$ cat src/rtl/event_scheduler.sv
// Event scheduler: two circular FIFOs (neuron spikes and controller virtual
// events) with a locked head entry. Virtual events win head arbitration.
module event_scheduler #(
  parameter int M          = 8,
  parameter int SPK_DEPTH  = 64,
  parameter int VIRT_DEPTH = 16
) (
  input  logic         clk,
  input  logic         rst_n,
  input  logic         spk_push,
  input  logic [M-1:0] spk_addr,
  input  logic         ctrl_sched_pop_n,
  input  logic [6:0]   ctrl_sched_event_in,
  input  logic [M-1:0] ctrl_sched_addr,
  input  logic [4:0]   ctrl_sched_param,
  input  logic         sched_ovf_clr,
  output logic         sched_empty,
  output logic         sched_full,
  output logic         sched_burst_end,
  output logic [M+4:0] sched_data_out,
  output logic         sched_ovf
);

  localparam int SPK_AW  = $clog2(SPK_DEPTH);
  localparam int VIRT_AW = $clog2(VIRT_DEPTH);

  localparam logic [SPK_AW:0]    SPK_MAX       = (SPK_AW+1)'(SPK_DEPTH);
  localparam logic [SPK_AW:0]    SPK_CNT_ONE   = (SPK_AW+1)'(1);
  localparam logic [SPK_AW-1:0]  SPK_PTR_ONE   = SPK_AW'(1);
  localparam logic [VIRT_AW:0]   VIRT_MAX      = (VIRT_AW+1)'(VIRT_DEPTH);
  localparam logic [VIRT_AW:0]   VIRT_CNT_ONE  = (VIRT_AW+1)'(1);
  localparam logic [VIRT_AW-1:0] VIRT_PTR_ONE  = VIRT_AW'(1);

  typedef enum logic [1:0] {
    IDLE      = 2'd0,
    HEAD_VIRT = 2'd1,
    HEAD_SPK  = 2'd2
  } state_t;

  state_t state_r, state_nxt_s;

  logic [M-1:0]     spk_mem_r  [SPK_DEPTH];
  logic [M+4:0]     virt_mem_r [VIRT_DEPTH];
  logic [SPK_AW-1:0]  spk_wr_ptr_r, spk_rd_ptr_r;
  logic [VIRT_AW-1:0] virt_wr_ptr_r, virt_rd_ptr_r;
  logic [SPK_AW:0]    spk_cnt_r, spk_cnt_nxt_s;
  logic [VIRT_AW:0]   virt_cnt_r, virt_cnt_nxt_s;
  logic               ovf_r;

  logic         push_c_s, pop_s, ctrl_zero_s;
  logic         spk_pop_s, virt_pop_s;
  logic         spk_req_s, virt_req_s, spk_conflict_s;
  logic         spk_full_s, virt_full_s;
  logic         spk_wr_s, virt_wr_s, drop_s;
  logic [M-1:0] spk_wdata_s;

  // Request decode: a controller push suppresses that cycle's pop; routing by param.
  always_comb begin
    push_c_s       = ctrl_sched_event_in[6];
    pop_s          = !ctrl_sched_pop_n && !push_c_s;
    ctrl_zero_s    = (ctrl_sched_param == 5'd0);
    spk_pop_s      = pop_s && (state_r == HEAD_SPK);
    virt_pop_s     = pop_s && (state_r == HEAD_VIRT);
    spk_req_s      = spk_push || (push_c_s && ctrl_zero_s);
    virt_req_s     = push_c_s && !ctrl_zero_s;
    spk_conflict_s = spk_push && push_c_s && ctrl_zero_s;
    spk_full_s     = (spk_cnt_r == SPK_MAX);
    virt_full_s    = (virt_cnt_r == VIRT_MAX);
    // A full FIFO still accepts a write when its head leaves in the same cycle.
    spk_wr_s       = spk_req_s && (!spk_full_s || spk_pop_s);
    virt_wr_s      = virt_req_s && (!virt_full_s || virt_pop_s);
    spk_wdata_s    = spk_push ? spk_addr : ctrl_sched_addr;
    drop_s         = spk_conflict_s
                   || (spk_req_s && spk_full_s && !spk_pop_s)
                   || (virt_req_s && virt_full_s && !virt_pop_s);
  end

  // Post-update occupancy of both FIFOs.
  always_comb begin
    spk_cnt_nxt_s  = spk_cnt_r;
    virt_cnt_nxt_s = virt_cnt_r;
    case ({spk_wr_s, spk_pop_s})
      2'b10:   spk_cnt_nxt_s = spk_cnt_r + SPK_CNT_ONE;
      2'b01:   spk_cnt_nxt_s = spk_cnt_r - SPK_CNT_ONE;
      default: spk_cnt_nxt_s = spk_cnt_r;
    endcase
    case ({virt_wr_s, virt_pop_s})
      2'b10:   virt_cnt_nxt_s = virt_cnt_r + VIRT_CNT_ONE;
      2'b01:   virt_cnt_nxt_s = virt_cnt_r - VIRT_CNT_ONE;
      default: virt_cnt_nxt_s = virt_cnt_r;
    endcase
  end

  // FIFO storage; contents are don't-care until covered by the count.
  always_ff @(posedge clk) begin
    if (spk_wr_s) begin
      spk_mem_r[spk_wr_ptr_r] <= spk_wdata_s;
    end
    if (virt_wr_s) begin
      virt_mem_r[virt_wr_ptr_r] <= {ctrl_sched_param, ctrl_sched_addr};
    end
  end

  // Pointers, counts and sticky overflow flag.
  always_ff @(posedge clk or negedge rst_n) begin
    if (!rst_n) begin
      spk_wr_ptr_r  <= '0;
      spk_rd_ptr_r  <= '0;
      virt_wr_ptr_r <= '0;
      virt_rd_ptr_r <= '0;
      spk_cnt_r     <= '0;
      virt_cnt_r    <= '0;
      ovf_r         <= 1'b0;
    end else begin
      if (spk_wr_s)   spk_wr_ptr_r  <= spk_wr_ptr_r + SPK_PTR_ONE;
      if (spk_pop_s)  spk_rd_ptr_r  <= spk_rd_ptr_r + SPK_PTR_ONE;
      if (virt_wr_s)  virt_wr_ptr_r <= virt_wr_ptr_r + VIRT_PTR_ONE;
      if (virt_pop_s) virt_rd_ptr_r <= virt_rd_ptr_r + VIRT_PTR_ONE;
      spk_cnt_r  <= spk_cnt_nxt_s;
      virt_cnt_r <= virt_cnt_nxt_s;
      // A drop in the same cycle as a clear keeps the flag set.
      if (drop_s)             ovf_r <= 1'b1;
      else if (sched_ovf_clr) ovf_r <= 1'b0;
    end
  end

  // Head FSM state register.
  always_ff @(posedge clk or negedge rst_n) begin
    if (!rst_n) state_r <= IDLE;
    else        state_r <= state_nxt_s;
  end

  // Head FSM next state: lock the source until popped, then re-arbitrate virtual first.
  always_comb begin
    state_nxt_s = state_r;
    case (state_r)
      IDLE: begin
        if (virt_cnt_r != '0)     state_nxt_s = HEAD_VIRT;
        else if (spk_cnt_r != '0) state_nxt_s = HEAD_SPK;
        else                      state_nxt_s = IDLE;
      end
      HEAD_VIRT, HEAD_SPK: begin
        if (pop_s) begin
          if (virt_cnt_nxt_s != '0)     state_nxt_s = HEAD_VIRT;
          else if (spk_cnt_nxt_s != '0) state_nxt_s = HEAD_SPK;
          else                          state_nxt_s = IDLE;
        end else begin
          state_nxt_s = state_r;
        end
      end
      default: state_nxt_s = IDLE;
    endcase
  end

  // Head FSM outputs; all derived from registered state only.
  always_comb begin
    sched_empty     = (state_r == IDLE);
    sched_full      = spk_full_s || virt_full_s;
    sched_ovf       = ovf_r;
    sched_burst_end = (state_r != IDLE) &&
                      (((spk_cnt_r == SPK_CNT_ONE) && (virt_cnt_r == '0)) ||
                       ((virt_cnt_r == VIRT_CNT_ONE) && (spk_cnt_r == '0)));
    case (state_r)
      HEAD_VIRT: sched_data_out = virt_mem_r[virt_rd_ptr_r];
      HEAD_SPK:  sched_data_out = {5'd0, spk_mem_r[spk_rd_ptr_r]};
      default:   sched_data_out = '0;
    endcase
  end

endmodule

$ cat config.mk
export PLATFORM = sky130hd
export DESIGN_NAME = event_scheduler
export DESIGN_NICKNAME = d
export VERILOG_FILES = /design/src/rtl/event_scheduler.sv
export SDC_FILE = /design/constraint.sdc
export NUM_CORES = 1
export LEC_CHECK = 0
export CELL_PAD_IN_SITES_DETAIL_PLACEMENT = 0
export CELL_PAD_IN_SITES_GLOBAL_PLACEMENT = 1
export CORE_MARGIN = 4
export CORE_UTILIZATION = 40
export CTS_CLUSTER_SIZE = 16
export DETAILED_ROUTE_END_ITERATION = 8
export GPL_ROUTABILITY_DRIVEN = 0
export PLACE_DENSITY = 0.73
export SETUP_SLACK_MARGIN = 0.2
export SYNTH_ARGS = -nofsm -noshare
export SYNTH_HDL_FRONTEND = slang
export SYNTH_SLANG_ARGS = --single-unit
$ cat constraint.sdc
create_clock -name clk -period 8.25 [get_ports clk]
set_clock_uncertainty 0.2 [all_clocks]
set_input_delay 1.2375 -clock clk [delete_from_list [all_inputs] [get_ports clk]]
set_output_delay 1.2375 -clock clk [all_outputs]
set_load 0.05 [all_outputs]
# After elaboration in Yosys (flattened, before gate mapping)
# Memory sizes are Yosys's and may differ from the RTL's.
# Index checks and enable logic that the tools add are counted.
[word_totals] ff_bits=35 ram_bits=720 in_bits=33 output_inout_bits=17 wordCells=86 n_memories=2
[classes] add_sub_neg=8 eq_ne=11 n_mux=16 n_reduce_logical=41
[mem_list] name="spk_mem_r" depth=64 width=8 read_ports=1 rd_clocked_by_memory_dff=0 wr=1 line="42" rtl="logic [M-1:0] spk_mem_r [SPK_DEPTH];"
[mem_list] name="virt_mem_r" depth=16 width=13 read_ports=1 rd_clocked_by_memory_dff=0 wr=1 line="43" rtl="logic [M+4:0] virt_mem_r [VIRT_DEPTH];"
[ops] op="$pmux W13 S2" count=1
[ops] op="$logic_and A1 B1 Y1" count=16
[ops] op="$pmux W7 S2" count=1
[ops] op="$reduce_bool A7 Y1" count=2
[ops] op="$add A6 B1 Y6 const B" count=2
[ops] op="$logic_not A5 Y1" count=2
[ops] op="$mux W2" count=5
[ops] op="$pmux W5 S2" count=1
[ops] op="$reduce_bool A5 Y1" count=2
[ops] op="$add A4 B1 Y4 const B" count=2
[ops] op="$mux W8" count=1
[ops] op="$add A7 B1 Y7 const B" count=1
[ops] op="$eq A7 B1 Y1 const B" count=1
[ops] op="$eq A7 B7 Y1 const B" count=1
[ops] op="$logic_not A1 Y1" count=7
[ops] op="$logic_not A7 Y1" count=1
[ops] op="$logic_or A1 B1 Y1" count=7
[ops] op="$sub A7 B1 Y7 const B" count=1
[ops] op="$eq A2 B1 Y1 const B" count=3
[ops] op="$eq A2 B2 Y1 const B" count=3
[ops] op="$mux W1" count=6
[ops] op="$add A5 B1 Y5 const B" count=1
[ops] op="$eq A5 B1 Y1 const B" count=1
[ops] op="$eq A5 B5 Y1 const B" count=1
[ops] op="other kinds (6)" count=7

# Longest topological paths before layout
# Gate-level depths: netlist of run 1.
[depth] depth_word=12 mapped_depth=9 depth_no_buf=8

# Worst setup path after synthesis of run 1
# No wires, ideal clock.
[synth_path] kind="reg-to-output" start="register spk_rd_ptr_r[0]" end="output sched_data_out[1]" t_arrival_ns=2.359 required_time_ns=6.812 setup_slack_ns=4.454 path_stages_with_launch=9 cell_sequence="dfrtp_1 > clkbuf_1 > buf_2 > buf_2 > mux4_2 > mux2i_1 > o22ai_1 > a311oi_1 > o21ai_1"
[synth_between] elab_chain_len=2
[synth_lines] element="start: declaration" line="44" rtl="logic [SPK_AW-1:0] spk_wr_ptr_r, spk_rd_ptr_r;"
[synth_lines] element="start signal: assignment" line="116" rtl="if (spk_pop_s) spk_rd_ptr_r <= spk_rd_ptr_r + SPK_PTR_ONE;"
[synth_lines] element="$mem_v2 Z64 W8"
[synth_lines] element="$pmux W13 S2" line="163" rtl="case (state_r)"
[synth_lines] element="end: declaration" line="20" rtl="output logic [M+4:0] sched_data_out,"
# Every way passes these cells.

# Worst setup path in the final report of run 1
[layout_path] start="register spk_rd_ptr_r[0]" end="output sched_data_out[4]"
# Same word-level chain as after synthesis.

==> reports/results.ini, run 1 <==
[run_status]
status=completed

[synth]
synth-async-reset-ratio_pct=4.636
synth_cell_types=67
synth-edff-count=720
ys.flop_type=edfxtp_1
syn-cell-area_um2=30260
synth_warnings=0
syn-instance-count=1440
synth.yosys.seq_area_share_pct=74.36
synth_nets=1491
postSynthAreaPerCell_um2=21.01
ys_seq_elements=755

[clock_tree]
cts_resized=0
numClockSinks=755
cts_setup_buffers=0
cts_tree=done
clockBufferDepth=3
ctsRootBufferMaster=clkbuf_16
insertion_delay_ns=0.61
path_clk_slew_ns=0.06
htreeDepth=3
cts_hold_buf=0
cts_buffers=77

[drt]
wl_per_cell_um=24.62
drt-pass1-iter-count=5
num_vias=13960
drc=0
first_iter_violations=1142
ant_nets=0
via_per_inst=5.510
wirelength_mm=62.35

[die]
die-area_um2=80100
die_w_um=283.0
die-height_um=283.0
initial_core_util_pct=40.50
core_um2=74700
rows=100
io_pins=50

[power]
p_per_area_nw_per_um2=318.7
p_leak_nw=10.55
vdd_drop_max_v=0.0002021

[placement]
hpwl_mm=37.23
pre_cts_ws_ns=2.596
io_buffers=43

[sta]
fin_crit_ns=6.190
finalHoldViolCount=0
max_slew_margin_pct=17.64
slew_viol_final=0
setup_tns_ns=0
fmax_mhz=161.5
tightest_slew_ns=1.235
final-setup-viol-count=0
period_share_pct=75.03
setup_slack_ns=2.060
rsz0062_at_grt=false

[job]
maxCapViolCount=0

[cells_and_area]
utilization_pct=45.86
drive_gt1_share_pct=22.57
n_antenna_cell=0
final_nets=1553
final_common_cell=edfxtp_1
final_cell_mix=edfxtp_1, mux4_2, nor2_1
syn2layout_area_growth_pct=13.23

[global_routing]
track_usage_pct=15.58
grt_max_degree=66
grt-ovfl-total=0
grt_pass1_wl_mm=94.64
antenna_found_initial=3
grt_pass1_vias=14790

[worst_setup_path]
crit_fanout=43
path_class=flop to output pin
required_ns=6.81
endpoint_kind=output pin
crit_arrival_ns=4.75
cp-start-kind=flop

[hold_path]
hold_class=flop to flop

==> per-stage QoR <==
step	area, µm²	instances	power (W)	hold slack, ns
after global routing	34260	2533	0.01139	0.3470
final	34260	2533	0.01092	0.3267
after floorplan	30260	1440	0.006732	0.2846
after global placement	31670	2392	0.007463	0.3010
after detailed placement	31670	2392	0.007509	0.3122
after CTS	34260	2533	0.01104	0.3247
==> worst max-delay path, stage by stage (launching register included) <==
cell and delay, ns:
dfrtp_4 0.99, buf_12 0.38, buf_4 0.36, mux4_2 0.55, mux2i_1 0.28, o22ai_1 0.16
a311oi_1 0.36, o21ai_1 0.24, clkdlybuf4s50_1 0.76
==> path summary, 6_finish.rpt <==
path / start / endpoint / slack [ns] / cells after the start
hold reg to reg: spk_wr_ptr_r[2]$_DFFE_PN0P_ / spk_wr_ptr_r[2]$_DFFE_PN0P_ / 0.33 / 1
max in group asynchronous: rst_n / spk_rd_ptr_r[3]$_DFFE_PN0N_ / 6.62 / 1
hold / removal: spk_wr_ptr_r[2]$_DFFE_PN0P_ / spk_wr_ptr_r[2]$_DFFE_PN0P_ / 0.33 / 1
setup / recovery: spk_rd_ptr_r[0]$_DFFE_PN0N_ / sched_data_out[4] / 2.06 / 8
min in group asynchronous: rst_n / virt_cnt_r[0]$_DFF_PN0_ / 0.55 / 1
setup reg to reg: state_r[0]$_DFFE_PN0P_ / spk_mem_r[6][4]$_DFFE_PP_ / 4.34 / 7
==> cells in the mapped netlist, types with 14 or more instances <==
| cell | count | area, µm² |
|---|---|---|
| o22ai_1 | 24 | 150.1 |
| buf_1 | 14 | 52.55 |
| and2_1 | 17 | 106.4 |
| buf_2 | 22 | 110.1 |
| nor2_1 | 85 | 319.1 |
| nand2_1 | 33 | 123.9 |
| mux4_2 | 189 | 4257 |
| clkbuf_1 | 31 | 116.4 |
| edfxtp_1 | 720 | 21620 |
| ha_1 | 18 | 225.2 |
| mux2i_1 | 48 | 480.5 |
| dfrtp_1 | 35 | 875.8 |
| a21oi_1 | 15 | 75.07 |
==> registers in the layout (all words and copies together) (netlist names) <==
register / cells
sched_ovf: 1
spk_cnt_r: 7
spk_mem_r: 512
spk_rd_ptr_r: 6
spk_wr_ptr_r: 6
state_r: 2
virt_cnt_r: 5
virt_mem_r: 208
virt_rd_ptr_r: 4
virt_wr_ptr_r: 4
==> layer usage <==
layer	vias up	part of all wire [%]	GRT usage (%)
met1	7325	42	20.89
li1	6133	-	-
met5	-	0.021	0
met3	99	5.4	3.103
met4	2	2.4	4.611
met2	397	51	26.05
==> kinds of logic after synthesis <==
family	after synthesis	synth area share (%)
XOR/XNOR	20	0.6534
adder cells (fa/ha/maj)	18	0.7444
multiplexers	260	17.16
AND/OR/NAND/NOR	208	3.499
AO/OA/AOI/OAI	89	2.097
buffers and inverters	90	1.493
flip-flops	755	74.36
==> area by class of cell <==
type,instances,area [µm²]
Fill cell,6115,40440
Sequential cell,755,22510
Multi-Input combinational cell,595,7307
Clock buffer,97,2043
Tap cell,969,1212
Timing Repair Buffer,62,593.1
Clock inverter,44,546.8
Inverter,11,41.29
==> power breakdown <==
| part | switching [W] | leakage (nW) | total (W) | internal (W) |
|---|---|---|---|---|
| clock | 0.00144 | 1.25 | 0.00353 | 0.00209 |
| sequential | 0.000349 | 6.91 | 0.00484 | 0.00449 |
| combinational | 0.00132 | 2.39 | 0.00255 | 0.00123 |
Note: power is estimated with default switching activity, not from simulation.
==> inputs of run 2 (changes only) <==
==> constraint.sdc (replaced) <==
create_clock -name clk -period 6.5 [get_ports clk]
set_clock_uncertainty 0.2 [all_clocks]
set_input_delay 0.975 -clock clk [delete_from_list [all_inputs] [get_ports clk]]
set_output_delay 0.975 -clock clk [all_outputs]
set_load 0.05 [all_outputs]
==> reports/results.ini, run 2 (same netlist as run 1, synthesis figures left out) <==
[clock_tree]
cts_setup_buffers=0  ; unchanged
htreeDepth=3  ; unchanged
path_clk_slew_ns=0.06  ; about the same
cts_hold_buf=0  ; unchanged
ctsRootBufferMaster=clkbuf_16
cts_tree=done
cts_buffers=77  ; unchanged
insertion_delay_ns=0.61  ; about the same
clockBufferDepth=3  ; unchanged
cts_resized=0  ; unchanged
numClockSinks=755  ; unchanged

[sta]
rsz0062_at_grt=false
fmax_mhz=177.1
final-setup-viol-count=0  ; unchanged
tightest_slew_ns=1.266  ; +0.03100 ns
period_share_pct=86.87
fin_crit_ns=5.647
max_slew_margin_pct=15.58  ; -2.1 points
setup_tns_ns=0  ; unchanged
finalHoldViolCount=0  ; unchanged
slew_viol_final=0  ; unchanged

[die]
initial_core_util_pct=40.50  ; unchanged
die-height_um=283.0  ; unchanged
io_pins=50  ; unchanged
rows=100  ; unchanged
core_um2=74700  ; unchanged
die-area_um2=80100  ; unchanged
die_w_um=283.0  ; unchanged

[worst_setup_path]
cp-start-kind=flop
crit_path_cell_trace=inv_1 -> ha_1 -> nor2b_1 -> nand2_1 -> o22ai_1 -> a311oi_1 -> o21ai_1 -> clkdlybuf4s50_1
path_class=flop to output pin
crit_family=compound AO/OA/AOI/OAI gates
crit_fanout=20  ; -53%
slowest_stage=a311oi_1
critPathLaunch=state_r[0]$_DFFE_PN0P_
cp_slowest_stage_delay_ns=0.82  ; -0.17 ns
r2r_setup_slack_ns=2.53  ; -1.81 ns
crit_buf_inv=2  ; -1
endpoint_kind=output pin
required_ns=5.32  ; -1.49 ns
crit_arrival_ns=4.47  ; -0.28 ns
r2r_start=state_r[0]$_DFFE_PN0P_

[drt]
drc=0  ; unchanged
wl_per_cell_um=25.16  ; +2.2%
drt-pass1-iter-count=6  ; +1
via_per_inst=5.567  ; +1.0%
wirelength_mm=63.85  ; +2.4%
num_vias=14130  ; +1.2%
first_iter_violations=1085  ; -5.0%
ant_nets=0  ; unchanged

[global_routing]
grt_max_degree=67  ; +1.5%
grt_pass1_vias=14620  ; -1.1%
grt-ovfl-total=0  ; unchanged
antenna_found_initial=1  ; -2
track_usage_pct=15.75  ; +0.17 points
grt_pass1_wl_mm=95.15  ; +0.54%

[job]
maxCapViolCount=0  ; unchanged

[placement]
io_buffers=43  ; unchanged
hpwl_mm=37.70  ; +1.2%

[hold_path]
hold_class=input pin to asynchronous set/reset pin

[cells_and_area]
drive_gt1_share_pct=22.51  ; -0.058 points
largest_reg_flops=512  ; unchanged
final_nets=1560  ; +0.45%
final_cell_mix=edfxtp_1, mux4_2, nor2_1
final_common_cell=edfxtp_1
syn2layout_area_growth_pct=12.68
utilization_pct=45.64  ; -0.22 points
top_regs=spk_mem_r: 512 flops, virt_mem_r: 208 flops, spk_cnt_r: 7 flops
largest-register=spk_mem_r

[power]
p_per_area_nw_per_um2=398.5  ; +25%
vdd_drop_max_v=0.0002487  ; +23%
p_leak_nw=10.49  ; -0.52%

[run_status]
status=completed

[run 2: through the flow]
stage / hold slack [ns] / total power (W) / std cells / area (µm²) / worst slack [ns]
finish: 0.2877 / 0.01359 / 2538 / 34090 / 0.8533
floorplan: 0.2846 / 0.008544 / 1440 / 30260 / 2.966
global placement: 0.3005 / 0.009524 / 2399 / 31730 / 1.507
CTS: 0.2925 / 0.01374 / 2537 / 34090 / 0.8389
global route: 0.3408 / 0.01418 / 2537 / 34090 / 0.6792
detailed placement: 0.3121 / 0.009582 / 2399 / 31730 / 1.492
[run 2: power breakdown]
| group | internal, W | leakage [nW] | switching, W |
|---|---|---|---|
| combinational | 0.00157 | 2.43 | 0.00177 |
| clock | 0.00238 | 1.16 | 0.00178 |
| sequential | 0.00570 | 6.91 | 0.000393 |
[run 2: final timing paths]
path                                                     end  depth (start not counted)
worst max-delay path                       sched_data_out[7]                          8
worst min-delay path            virt_wr_ptr_r[1]$_DFFE_PN0P_                          1
worst max register to register    spk_mem_r[27][4]$_DFFE_PP_                          7
worst min register to register   spk_wr_ptr_r[2]$_DFFE_PN0P_                          1
max in group asynchronous        spk_rd_ptr_r[3]$_DFFE_PN0N_                          1
min in group clk                 spk_wr_ptr_r[2]$_DFFE_PN0P_                          1
[run 2: cell type report]
| type | instances | area [µm²] |
|---|---|---|
| fillers | 6067 | 40610 |
| flip-flops and latches | 755 | 22510 |
| multi-input cells | 595 | 7307 |
| clock buffers | 100 | 2034 |
| well taps | 969 | 1212 |
| repair buffers | 69 | 658.1 |
| clock inverters | 38 | 322.8 |
| inverters | 11 | 41.29 |
| diodes | 1 | 2.502 |
[run 2: per-layer routing]
layer	vias to the layer above	wire length, µm	track usage, %
li1	6137	-	-
met1	7528	26230	20.97
met2	387	32710	26.89
met3	77	3418	2.717
met4	0	1486	4.497
met5	-	0	0
